### src/rtl/fft_pkg.sv
// Shared types and helpers for the PUSCH FFT pipeline stages.
package fft_pkg;

    localparam int WIDTH_DEF = 14;

    typedef struct packed {
        logic signed [WIDTH_DEF-1:0] re;
        logic signed [WIDTH_DEF-1:0] im;
    } cplx_t;

    typedef struct packed {
        logic signed [WIDTH_DEF:0] re;
        logic signed [WIDTH_DEF:0] im;
    } cplx_ext_t;

    // Widen a complex sample by one bit, keeping its signed value.
    function automatic cplx_ext_t sext(input cplx_t x);
        cplx_ext_t y;
        y.re = {x.re[WIDTH_DEF-1], x.re};
        y.im = {x.im[WIDTH_DEF-1], x.im};
        return y;
    endfunction

endpackage

### src/rtl/fft_r2sdf_bf_stage_if.sv
// Sample stream into and butterfly results out of one R2SDF stage.
interface fft_r2sdf_bf_stage_if #(
    parameter int WIDTH = fft_pkg::WIDTH_DEF
);
    logic                    in_valid;
    logic signed [WIDTH-1:0] in_re;
    logic signed [WIDTH-1:0] in_im;
    logic                    out_valid;
    logic signed [WIDTH:0]   out_re;
    logic signed [WIDTH:0]   out_im;
    logic                    out_phase;

    modport master (
        output in_valid, in_re, in_im,
        input  out_valid, out_re, out_im, out_phase
    );

    modport slave (
        input  in_valid, in_re, in_im,
        output out_valid, out_re, out_im, out_phase
    );
endinterface

### src/rtl/sdf_delay_line.sv
// Feedback delay line for SDF stages: advances one entry per accepted sample.
module sdf_delay_line #(
    parameter int DEPTH = 8,
    parameter int DW    = 30
) (
    input  logic          clk,
    input  logic          rst_n,
    input  logic          shift,
    input  logic [DW-1:0] din,
    output logic [DW-1:0] dout
);

    logic [DW-1:0] mem [DEPTH];

    // Shift register; entry DEPTH-1 is the oldest and forms the head.
    always_ff @(posedge clk or negedge rst_n) begin
        if (!rst_n) begin
            for (int i = 0; i < DEPTH; i++) mem[i] <= '0;
        end else if (shift) begin
            mem[0] <= din;
            for (int i = 1; i < DEPTH; i++) mem[i] <= mem[i-1];
        end
    end

    assign dout = mem[DEPTH-1];

endmodule

### src/rtl/fft_r2sdf_bf_stage.sv
// Radix-2 single-path delay-feedback butterfly, unrounded WIDTH+1 outputs.
import fft_pkg::*;

module fft_r2sdf_bf_stage #(
    parameter int WIDTH = WIDTH_DEF,
    parameter int DELAY = 8
) (
    input  logic                       clk,
    input  logic                       rst_n,
    fft_r2sdf_bf_stage_if.slave        bus
);

    localparam int CW = (DELAY > 1) ? $clog2(2 * DELAY) : 1;
    localparam int EW = WIDTH + 1;

    logic [CW-1:0]        cnt;
    logic                 primed;
    logic                 phase;
    logic signed [EW-1:0] x_re, x_im;
    logic signed [EW-1:0] h_re, h_im;
    logic signed [EW-1:0] sum_re, sum_im;
    logic signed [EW-1:0] dif_re, dif_im;
    logic [2*EW-1:0]      dl_din, dl_dout;

    assign phase = cnt[CW-1];
    assign x_re  = {bus.in_re[WIDTH-1], bus.in_re};
    assign x_im  = {bus.in_im[WIDTH-1], bus.in_im};
    assign h_re  = dl_dout[2*EW-1:EW];
    assign h_im  = dl_dout[EW-1:0];

    // Head is always a first-half input here, so neither result can overflow EW bits.
    assign sum_re = h_re + x_re;
    assign sum_im = h_im + x_im;
    assign dif_re = h_re - x_re;
    assign dif_im = h_im - x_im;

    assign dl_din = phase ? {dif_re, dif_im} : {x_re, x_im};

    sdf_delay_line #(
        .DEPTH (DELAY),
        .DW    (2 * EW)
    ) u_dl (
        .clk   (clk),
        .rst_n (rst_n),
        .shift (bus.in_valid),
        .din   (dl_din),
        .dout  (dl_dout)
    );

    // Sample counter and primed flag; wrap is natural since 2*DELAY is a power of two.
    always_ff @(posedge clk or negedge rst_n) begin
        if (!rst_n) begin
            cnt    <= '0;
            primed <= 1'b0;
        end else if (bus.in_valid) begin
            cnt    <= cnt + CW'(1);
            primed <= primed | phase;
        end
    end

    // Output register: first-half head outputs are only trusted once a second half has run.
    always_ff @(posedge clk or negedge rst_n) begin
        if (!rst_n) begin
            bus.out_valid <= 1'b0;
            bus.out_re    <= '0;
            bus.out_im    <= '0;
            bus.out_phase <= 1'b0;
        end else if (bus.in_valid) begin
            bus.out_valid <= phase | primed;
            bus.out_phase <= phase;
            bus.out_re    <= phase ? sum_re : h_re;
            bus.out_im    <= phase ? sum_im : h_im;
        end else begin
            bus.out_valid <= 1'b0;
        end
    end

endmodule

### src/flat_wrapper.sv
// flat-port wrapper written by rule: the top's interface ports become plain ports
module fft_r2sdf_bf_stage_flat 
#(
    parameter int WIDTH = WIDTH_DEF,
    parameter int DELAY = 8
)
  (clk, rst_n, bus_in_valid, bus_in_re, bus_in_im, bus_out_valid, bus_out_re, bus_out_im, bus_out_phase);
  fft_r2sdf_bf_stage_if #(.WIDTH(WIDTH)) bus_i ();
  input  logic clk;
  input  logic rst_n;
  input wire logic [$bits(bus_i.in_valid)-1:0] bus_in_valid;
  input wire logic [$bits(bus_i.in_re)-1:0] bus_in_re;
  input wire logic [$bits(bus_i.in_im)-1:0] bus_in_im;
  output wire logic [$bits(bus_i.out_valid)-1:0] bus_out_valid;
  output wire logic [$bits(bus_i.out_re)-1:0] bus_out_re;
  output wire logic [$bits(bus_i.out_im)-1:0] bus_out_im;
  output wire logic [$bits(bus_i.out_phase)-1:0] bus_out_phase;
  assign bus_i.in_valid = bus_in_valid;
  assign bus_i.in_re = bus_in_re;
  assign bus_i.in_im = bus_in_im;
  assign bus_out_valid = bus_i.out_valid;
  assign bus_out_re = bus_i.out_re;
  assign bus_out_im = bus_i.out_im;
  assign bus_out_phase = bus_i.out_phase;
  fft_r2sdf_bf_stage #(.WIDTH(WIDTH), .DELAY(DELAY)) u_core (.clk(clk), .rst_n(rst_n), .bus(bus_i));
endmodule
### config.mk
export PLATFORM = sky130hd
export DESIGN_NAME = fft_r2sdf_bf_stage_flat
export DESIGN_NICKNAME = d
export VERILOG_FILES = /design/src/rtl/fft_pkg.sv /design/src/rtl/fft_r2sdf_bf_stage_if.sv /design/src/rtl/sdf_delay_line.sv /design/src/rtl/fft_r2sdf_bf_stage.sv /design/src/flat_wrapper.sv
export SDC_FILE = /design/constraint.sdc
export NUM_CORES = 1
export LEC_CHECK = 0
export ABC_AREA = 1
export ABC_CLOCK_PERIOD_IN_PS = 1800
export CAP_MARGIN = 5
export CORE_ASPECT_RATIO = 0.5
export CORE_MARGIN = 8
export CORE_UTILIZATION = 25
export CTS_CLUSTER_SIZE = 14
export DETAILED_ROUTE_END_ITERATION = 8
export SETUP_SLACK_MARGIN = 0.2
export SYNTH_ARGS = -nofsm -noshare
export SYNTH_HDL_FRONTEND = slang
export SYNTH_SLANG_ARGS = --single-unit
export TNS_END_PERCENT = 30
### constraint.sdc
create_clock -name clk -period 1.8 [get_ports clk]
set_input_delay 0.45 -clock clk [delete_from_list [all_inputs] [get_ports clk]]
set_output_delay 0.45 -clock clk [all_outputs]
set_load 0.05 [all_outputs]
==> results.cfg, run 1 <==
[worst_setup_path]
start_kind = flip-flop
critPathArrivalTime_ns = 2.36
cp_max_fo = 3
reg2reg_slack_ns = -0.08
endpoint_kind = flip-flop
reg2reg_to = u_core.u_dl.mem[229]
r2r_start = u_core.u_dl.dout[15]
crit_type = reg -> reg
rr_worst_depth = 11
crit_required_ns = 2.28

[status]
status = finished with violations
violations = negative setup slack

[floorplanning]
die_w_microns = 355
core-area_sq_mm = 0.0571
rows = 62
start_util = 0.252
die_y_microns = 186
io-pin-count = 63
die_area_sq_mm = 0.0659

[clocking]
htreeDepth = 1
cts_sinks = 277
clock-root-buffer = clkbuf_16
cts_tree = done
clkSlewWorstSetupHoldPaths_ns = 0.07
clock_latency_ns = 0.56
cts_buffers = 29
clock_path_buffers = 3

[yosys]
synth.area.top_cells = dfrtp_1, nand2_1, ha_1
async_reset_ff_frac = 1.00
mappedNetlistArea_sq_mm = 0.0144
ys_types = 34
avgSynthCellArea_sq_um = 7.55
synth-main-ff-cell = dfrtp_1
postSynthCellCount = 1906
synth_top_area_cell = dfrtp_1
synth_most_common_cell = nand2_1
ys_ff_latch = 277
ys_warn_count = 0
synth_common_cells = nand2_1, dfrtp_1, inv_1
ys_seq_area_frac = 0.482
synth_edf_count = 0
synth_top_area_share = 0.482
synthesis.nets = 1998

[sta]
finalCritPeriodShare = 1.04
max_slew_margin = 0.755
tightest_slew_ns = 0.368
fin_skew_ns = 0.0141
finalMaxSlewViolations = 0
min_period_ns = 1.88
max_freq_mhz = 532
rsz0062_at_grt = true
final-hold-violation-count = 0
setup_viol = 10
fin_ws_ns = -0.0797

[grt]
grt_antenna_before_repair = 2
grt.total_usage = 0.115
grt_max_degree = 66
grt_pass1_vias = 12400
gr-total-overflow = 0
grt_first_pass_wirelength_microns = 63900

[power_and_ir_drop]
internal-power_mw = 15.5
p_sw_frac = 0.382
vdd_drop_max_mv = 0.850
total_power_mw = 25.1
cellPowerDensity_mw_per_mm2 = 1290
power_frac_comb = 0.393
switching_power_mw = 9.58
seqPwrFrac = 0.366
clock_power_share = 0.241
leakage_nw = 10.1

[placed_design]
placed_area_sq_mm = 0.0171
numPortBuffers = 62
gp_congestion = 0.912
dp_slack_ns = -0.719
place_hpwl_microns = 26300

[final_layout]
nets = 2195
num_antenna_cells = 0
syn_to_final_growth_pct = 35.1
drive_gt1_frac = 0.240
finish.instance_area_sq_mm = 0.0194

[route]
wl_per_cell_microns = 13.2
num_vias = 12400
wl_microns = 38100
drc = 0
drtIter0Drc = 665
vias_per_cell = 4.29
ant_nets = 0
first_pass_iters = 5

[hold_path]
whs_path_depth = 3
hold_path_class = in -> reg
min_to = u_core.u_dl.dout[21]
hold_start = bus_in_valid

[run]
maxCapViolCount = 0
==> through the flow <==
| step | util | instances | setup TNS (ns) | hold WS, ns |
|---|---|---|---|---|
| 6_report | 0.340 | 2894 | -0.408 | 0.252 |
| 5_1_grt | 0.340 | 2894 | -2.09 | 0.250 |
| 4_1_cts | 0.334 | 2885 | -0.209 | 0.232 |
| 3_5_place_dp | 0.299 | 2811 | -32.52 | 0.347 |
| 3_3_place_gp | 0.299 | 2811 | -31.52 | 0.343 |
| 2_1_floorplan | - | 1906 | 0 | 0.154 |
==> critical path: stages (launching register included) <==
cell and delay, ns:
dfrtp_1 0.40, inv_2 0.08, ha_4 0.12, inv_2 0.04
fa_2 0.37, nand2_2 0.08, nand2_2 0.07, and2_4 0.17
buf_6 0.11, xor2_2 0.12, nand2_1 0.10, a21oi_2 0.14
==> final cells by class <==
type / count / area, sq um
Clock buffer: 43 / 858
Multi-Input combinational cell: 1357 / 7380
Sequential cell: 277 / 6950
Inverter: 179 / 691
Timing Repair Buffer: 259 / 2490
Tap cell: 768 / 961
Clock inverter: 11 / 106
Fill cell: 5967 / 37700
==> per-layer routing <==
metal	wire length, microns	vias to the layer above	track usage
li1	-	6306	-
met4	952	2	0.0336
met3	1210	56	0.0198
met2	17100	164	0.186
met1	18700	5889	0.158
met5	13	-	0
==> how the worst max path moves through the flow <==
stage	slack, ns	to	startpoint
2_1_floorplan	0.1	u_core.bus.out_im[14]	bus_in_im[0]
3_3_place_gp	-0.70	u_core.bus.out_re[12]	bus_in_re[10]
3_5_place_dp	-0.72	u_core.u_dl.mem[223]	bus_in_im[10]
4_1_cts	-0.05	u_core.u_dl.mem[229]	u_core.u_dl.dout[15]
5_1_grt	-0.17	u_core.u_dl.mem[233]	u_core.u_dl.dout[15]
6_report	-0.08	u_core.u_dl.mem[229]	u_core.u_dl.dout[15]
==> cells in the final DEF (no fill, tap or decap), types with 4 or more instances in the layout <==
master and instances:
a21oi_1 71, a21oi_2 16, a31oi_1 4, and2_1 4, and2_4 4, buf_12 23
buf_4 159, buf_6 42, buf_8 5, clkbuf_1 6, clkbuf_16 29, clkbuf_8 9
clkdlybuf4s50_1 13, clkinv_2 4, dfrtp_1 265, dfrtp_2 12, dlygate4sd2_1 13, fa_2 4
ha_1 23, ha_2 4, ha_4 30, inv_1 158, inv_2 15, inv_4 4
nand2_1 822, nand2_2 53, nand2_4 15, nand3_1 61, nand3_2 24, nand3_4 13
nand4_1 21, nor2_1 56, nor2_2 14, nor2_4 10, o211ai_1 8, o21ai_0 61
o21ai_1 7, xor2_1 7
==> state kept, by name, summed over array words and instances, names as in the netlist <==
register	count
u_core.u_dl.mem	210
u_core.u_dl.dout	30
u_core.bus.out_im	15
u_core.bus.out_re	15
u_core.cnt	4
u_core.bus.out_phase	1
u_core.bus.out_valid	1
u_core.primed	1
==> kinds of logic after synthesis <==
family	after synthesis	synth area share
buf+inv	272	0.0820
xor+xnor	14	0.00852
flops	277	0.482
simple gates	1100	0.305
compound gates	182	0.0674
fa+ha+maj	61	0.0551
==> power groups by stage <==
| stage | combinational, mW | sequential [mW] | clock (mW) |
|---|---|---|---|
| 2_1_floorplan | 4.50 | 9.95 | 0 |
| 3_3_place_gp | 8.41 | 9.13 | 0 |
| 3_5_place_dp | 8.53 | 9.15 | 0 |
| 4_1_cts | 9.55 | 9.19 | 6.23 |
| 5_1_grt | 10.9 | 9.41 | 6.46 |
| 6_report | 9.86 | 9.20 | 6.04 |
==> what timing repair did <==
item / CTS / global route
pin swaps: 91 / 47
setup endpoints to repair: 84 / 80
hold buffers: 1 / 0
buffers inserted: 19 / 9
hold endpoints to repair: 26 / 0
gates resized for setup: 239 / 75
(Power assumes the default switching activity.)
==> run 2: changes to the inputs <==
- SLEW_MARGIN: default -> 20
==> results of run 2 <==
No change in the layout: final DEF, timing and power equal those of run 1.
==> run 3: changes to the inputs <==
- ABC_AREA: 1 -> default
- ABC_CLOCK_PERIOD_IN_PS: 1800 -> 1600
- clock period: 1.8 -> 1.6 ns (I/O delays scaled with it)
==> run 3 against run 2 <==
The run still ends with negative setup slack left. Sequential power increased by 38%. Die area decreased by 5.0%. Largest power group unchanged. Highest routed layer is now met4. Global-route usage decreased by 1.8 points. Total power increased by 58%. Hold slack got worse by 0.039 ns.
==> results.cfg, run 3 <==
[status]
status = finished with violations
violations = negative setup slack

[clocking]
clock-root-buffer = clkbuf_16
clock_latency_ns = 0.57
htreeDepth = 1
cts_sinks = 277
clkSlewWorstSetupHoldPaths_ns = 0.06
clock_path_buffers = 3
cts_buffers = 30
cts_tree = done

[sta]
finalCritPeriodShare = 1.47
fin_skew_ns = 0.0195
min_period_ns = 2.35
fin_ws_ns = -0.752
setup_tns_ns = -24.10
max_freq_mhz = 425
max_slew_margin = 0.570
tightest_slew_ns = 0.639
setup_viol = 52
rsz0062_at_grt = true
final-hold-violation-count = 0
finalMaxSlewViolations = 0

[hold_path]
whs_path_depth = 2
hold_start = bus_in_valid
hold_path_class = in -> reg
min_to = u_core.bus.out_im[6]

[floorplanning]
start_util = 0.253
core-area_sq_mm = 0.0538
io-pin-count = 63
rows = 60
die_w_microns = 346
die_area_sq_mm = 0.0626
die_y_microns = 181

[grt]
grt_max_degree = 82
grt_first_pass_wirelength_microns = 51600
gr-total-overflow = 0
grt_antenna_before_repair = 1
grt_pass1_vias = 9814
grt.total_usage = 0.0967

[route]
ant_nets = 0
first_pass_iters = 5
wl_per_cell_microns = 14.2
vias_per_cell = 4.41
wl_microns = 30700
num_vias = 9476
drtIter0Drc = 471
drc = 0

[worst_setup_path]
crit_type = reg -> reg
cpMostUsedCell = inv_2
crit_required_ns = 2.03
reg2reg_slack_ns = -0.75
start_kind = flip-flop
critPathArrivalTime_ns = 2.78
rr_worst_depth = 11
endpoint_kind = flip-flop
cp_max_fo = 3
r2r_start = u_core.u_dl.dout[15]
cp_cell_sequence = inv_2, ha_4, inv_2, fa_2, a21oi_2, nand4b_1, o211ai_1, a311oi_1, a211oi_2, xnor2_1, a21oi_1
cpMaxStageDelayCell = a311oi_1
reg2reg_to = u_core.u_dl.mem[239]
critical-path-max-stage-delay_ns = 0.41

[placed_design]
place_hpwl_microns = 21400
dp_slack_ns = -1.31
numPortBuffers = 62
gp_congestion = 0.878

[yosys]
synth_edf_count = 0
synthesis.nets = 1250
synthAdderAreaFrac = 0.0583
postSynthCellCount = 1158
muxShareOfSynthArea = 0.195
synth_common_cells = dfrtp_1, mux2_2, a21oi_1
synth_compound_area_frac = 0.102
synthXorXnorAreaFrac = 0.0251
mappedNetlistArea_sq_mm = 0.0136
synth_most_common_cell = dfrtp_1
synth-main-ff-cell = dfrtp_1
async_reset_ff_frac = 1.00
synth_top_area_cell = dfrtp_1
avgSynthCellArea_sq_um = 11.8
synth_top_area_share = 0.509
ys_seq_area_frac = 0.509
yosys.area_share.simple = 0.0700
ys_types = 63
synth.area.top_cells = dfrtp_1, mux2_2, ha_1
synth_top_family_by_area = multiplexers
ys_warn_count = 0
ys_ff_latch = 277

[final_layout]
nets = 1510
num_antenna_cells = 0
syn_to_final_growth_pct = 40.6
drive_gt1_frac = 0.485
largest_register_ffs = 210
final_common_cell = dfrtp_1
final_cell_mix = dfrtp_1, mux2_2, buf_4, nor2_1, a21oi_1
top_register = u_core.u_dl.mem

[power_and_ir_drop]
cellPowerDensity_mw_per_mm2 = 2080
vdd_drop_max_mv = 0.963
leakage_nw = 8.10

[run]
maxCapViolCount = 0
run 3: changes by cell type after synthesis, sizes merged, moves of 13 or more:
cell   delta
nand4    -13
nand2   -866
buf      -31
mux2    +219
xnor2    +28
nand3    -66
inv     -110
o21ai    -39
nor2b    +21
mux2i    +19
run 3: metal layers:
layer | GRT usage | wire, microns | part of all wire
met1 | 0.129 | 14300 | 0.46
met4 | 0.0240 | 768 | 0.025
met2 | 0.164 | 14700 | 0.48
met3 | 0.0142 | 956 | 0.031
met5 | 0 | 0 | 0
run 3: cells by family after synthesis:
kind of cell / after synthesis
XOR/XNOR: 39
buffers and inverters: 134
flip-flops: 277
multiplexers: 238
AO/OA/AOI/OAI: 212
AND/OR/NAND/NOR: 197
adder cells (fa/ha/maj): 61
run 3: worst max-delay path by stage:
stage                              start                   end  slack, ns  cells after the start
floorplan           u_core.u_dl.dout[15]  u_core.u_dl.mem[239]      -0.56                     11
global placement            bus_in_im[0]  u_core.u_dl.mem[224]      -1.25                     10
detailed placement          bus_in_im[0]  u_core.u_dl.mem[224]      -1.31                     10
CTS                 u_core.u_dl.dout[15]  u_core.u_dl.mem[239]      -0.71                     11
global route         u_core.u_dl.dout[0]  u_core.u_dl.mem[218]      -0.85                     11
finish              u_core.u_dl.dout[15]  u_core.u_dl.mem[239]      -0.75                     11
run 3: repair_timing:
action / CTS / global route
hold endpoints to repair: 25 / 0
hold buffers: 1 / 0
gates resized for setup: 91 / 53
setup buffers: 13 / 18
pin swaps: 63 / 46
setup endpoints to repair: 89 / 91
run 3: critical path, delay by kind of cell (launching register included):
family | cells | cell delay [ns]
AOI/OAI and AO/OA | 5 | 0.92
buffers and inverters | 2 | 0.12
and+or+nand+nor | 1 | 0.17
DFF | 1 | 0.40
adders and majority gates | 2 | 0.48
xor gates and xnor gates | 1 | 0.14
run 3: metrics by stage:
| stage | cell area, sq um | total power, mW | hold WS [ns] | utilization | instances |
|---|---|---|---|---|---|
| after floorplan | 14100 | 23.3 | 0.104 | - | 1158 |
| after global placement | 17200 | 30.3 | 0.297 | 0.320 | 2067 |
| after detailed placement | 17200 | 30.6 | 0.307 | 0.320 | 2067 |
| after CTS | 18700 | 39.0 | 0.181 | 0.348 | 2133 |
| after global routing | 19100 | 42.4 | 0.194 | 0.356 | 2151 |
| final | 19100 | 39.7 | 0.214 | 0.356 | 2151 |
run 3: cell type report:
type	count	area, sq um
fillers	5211	34600
clock inverters	12	130
inverters	69	270
repair buffers	293	2910
well taps	713	892
clock buffers	40	858
flip-flops and latches	277	6950
multi-input cells	747	7130
run 3: where the power goes:
group | leakage, nW | switching (mW) | internal (mW)
sequential | 3.20 | 2.26 | 10.5
clock | 0.487 | 2.77 | 4.06
combinational | 4.42 | 9.25 | 10.9
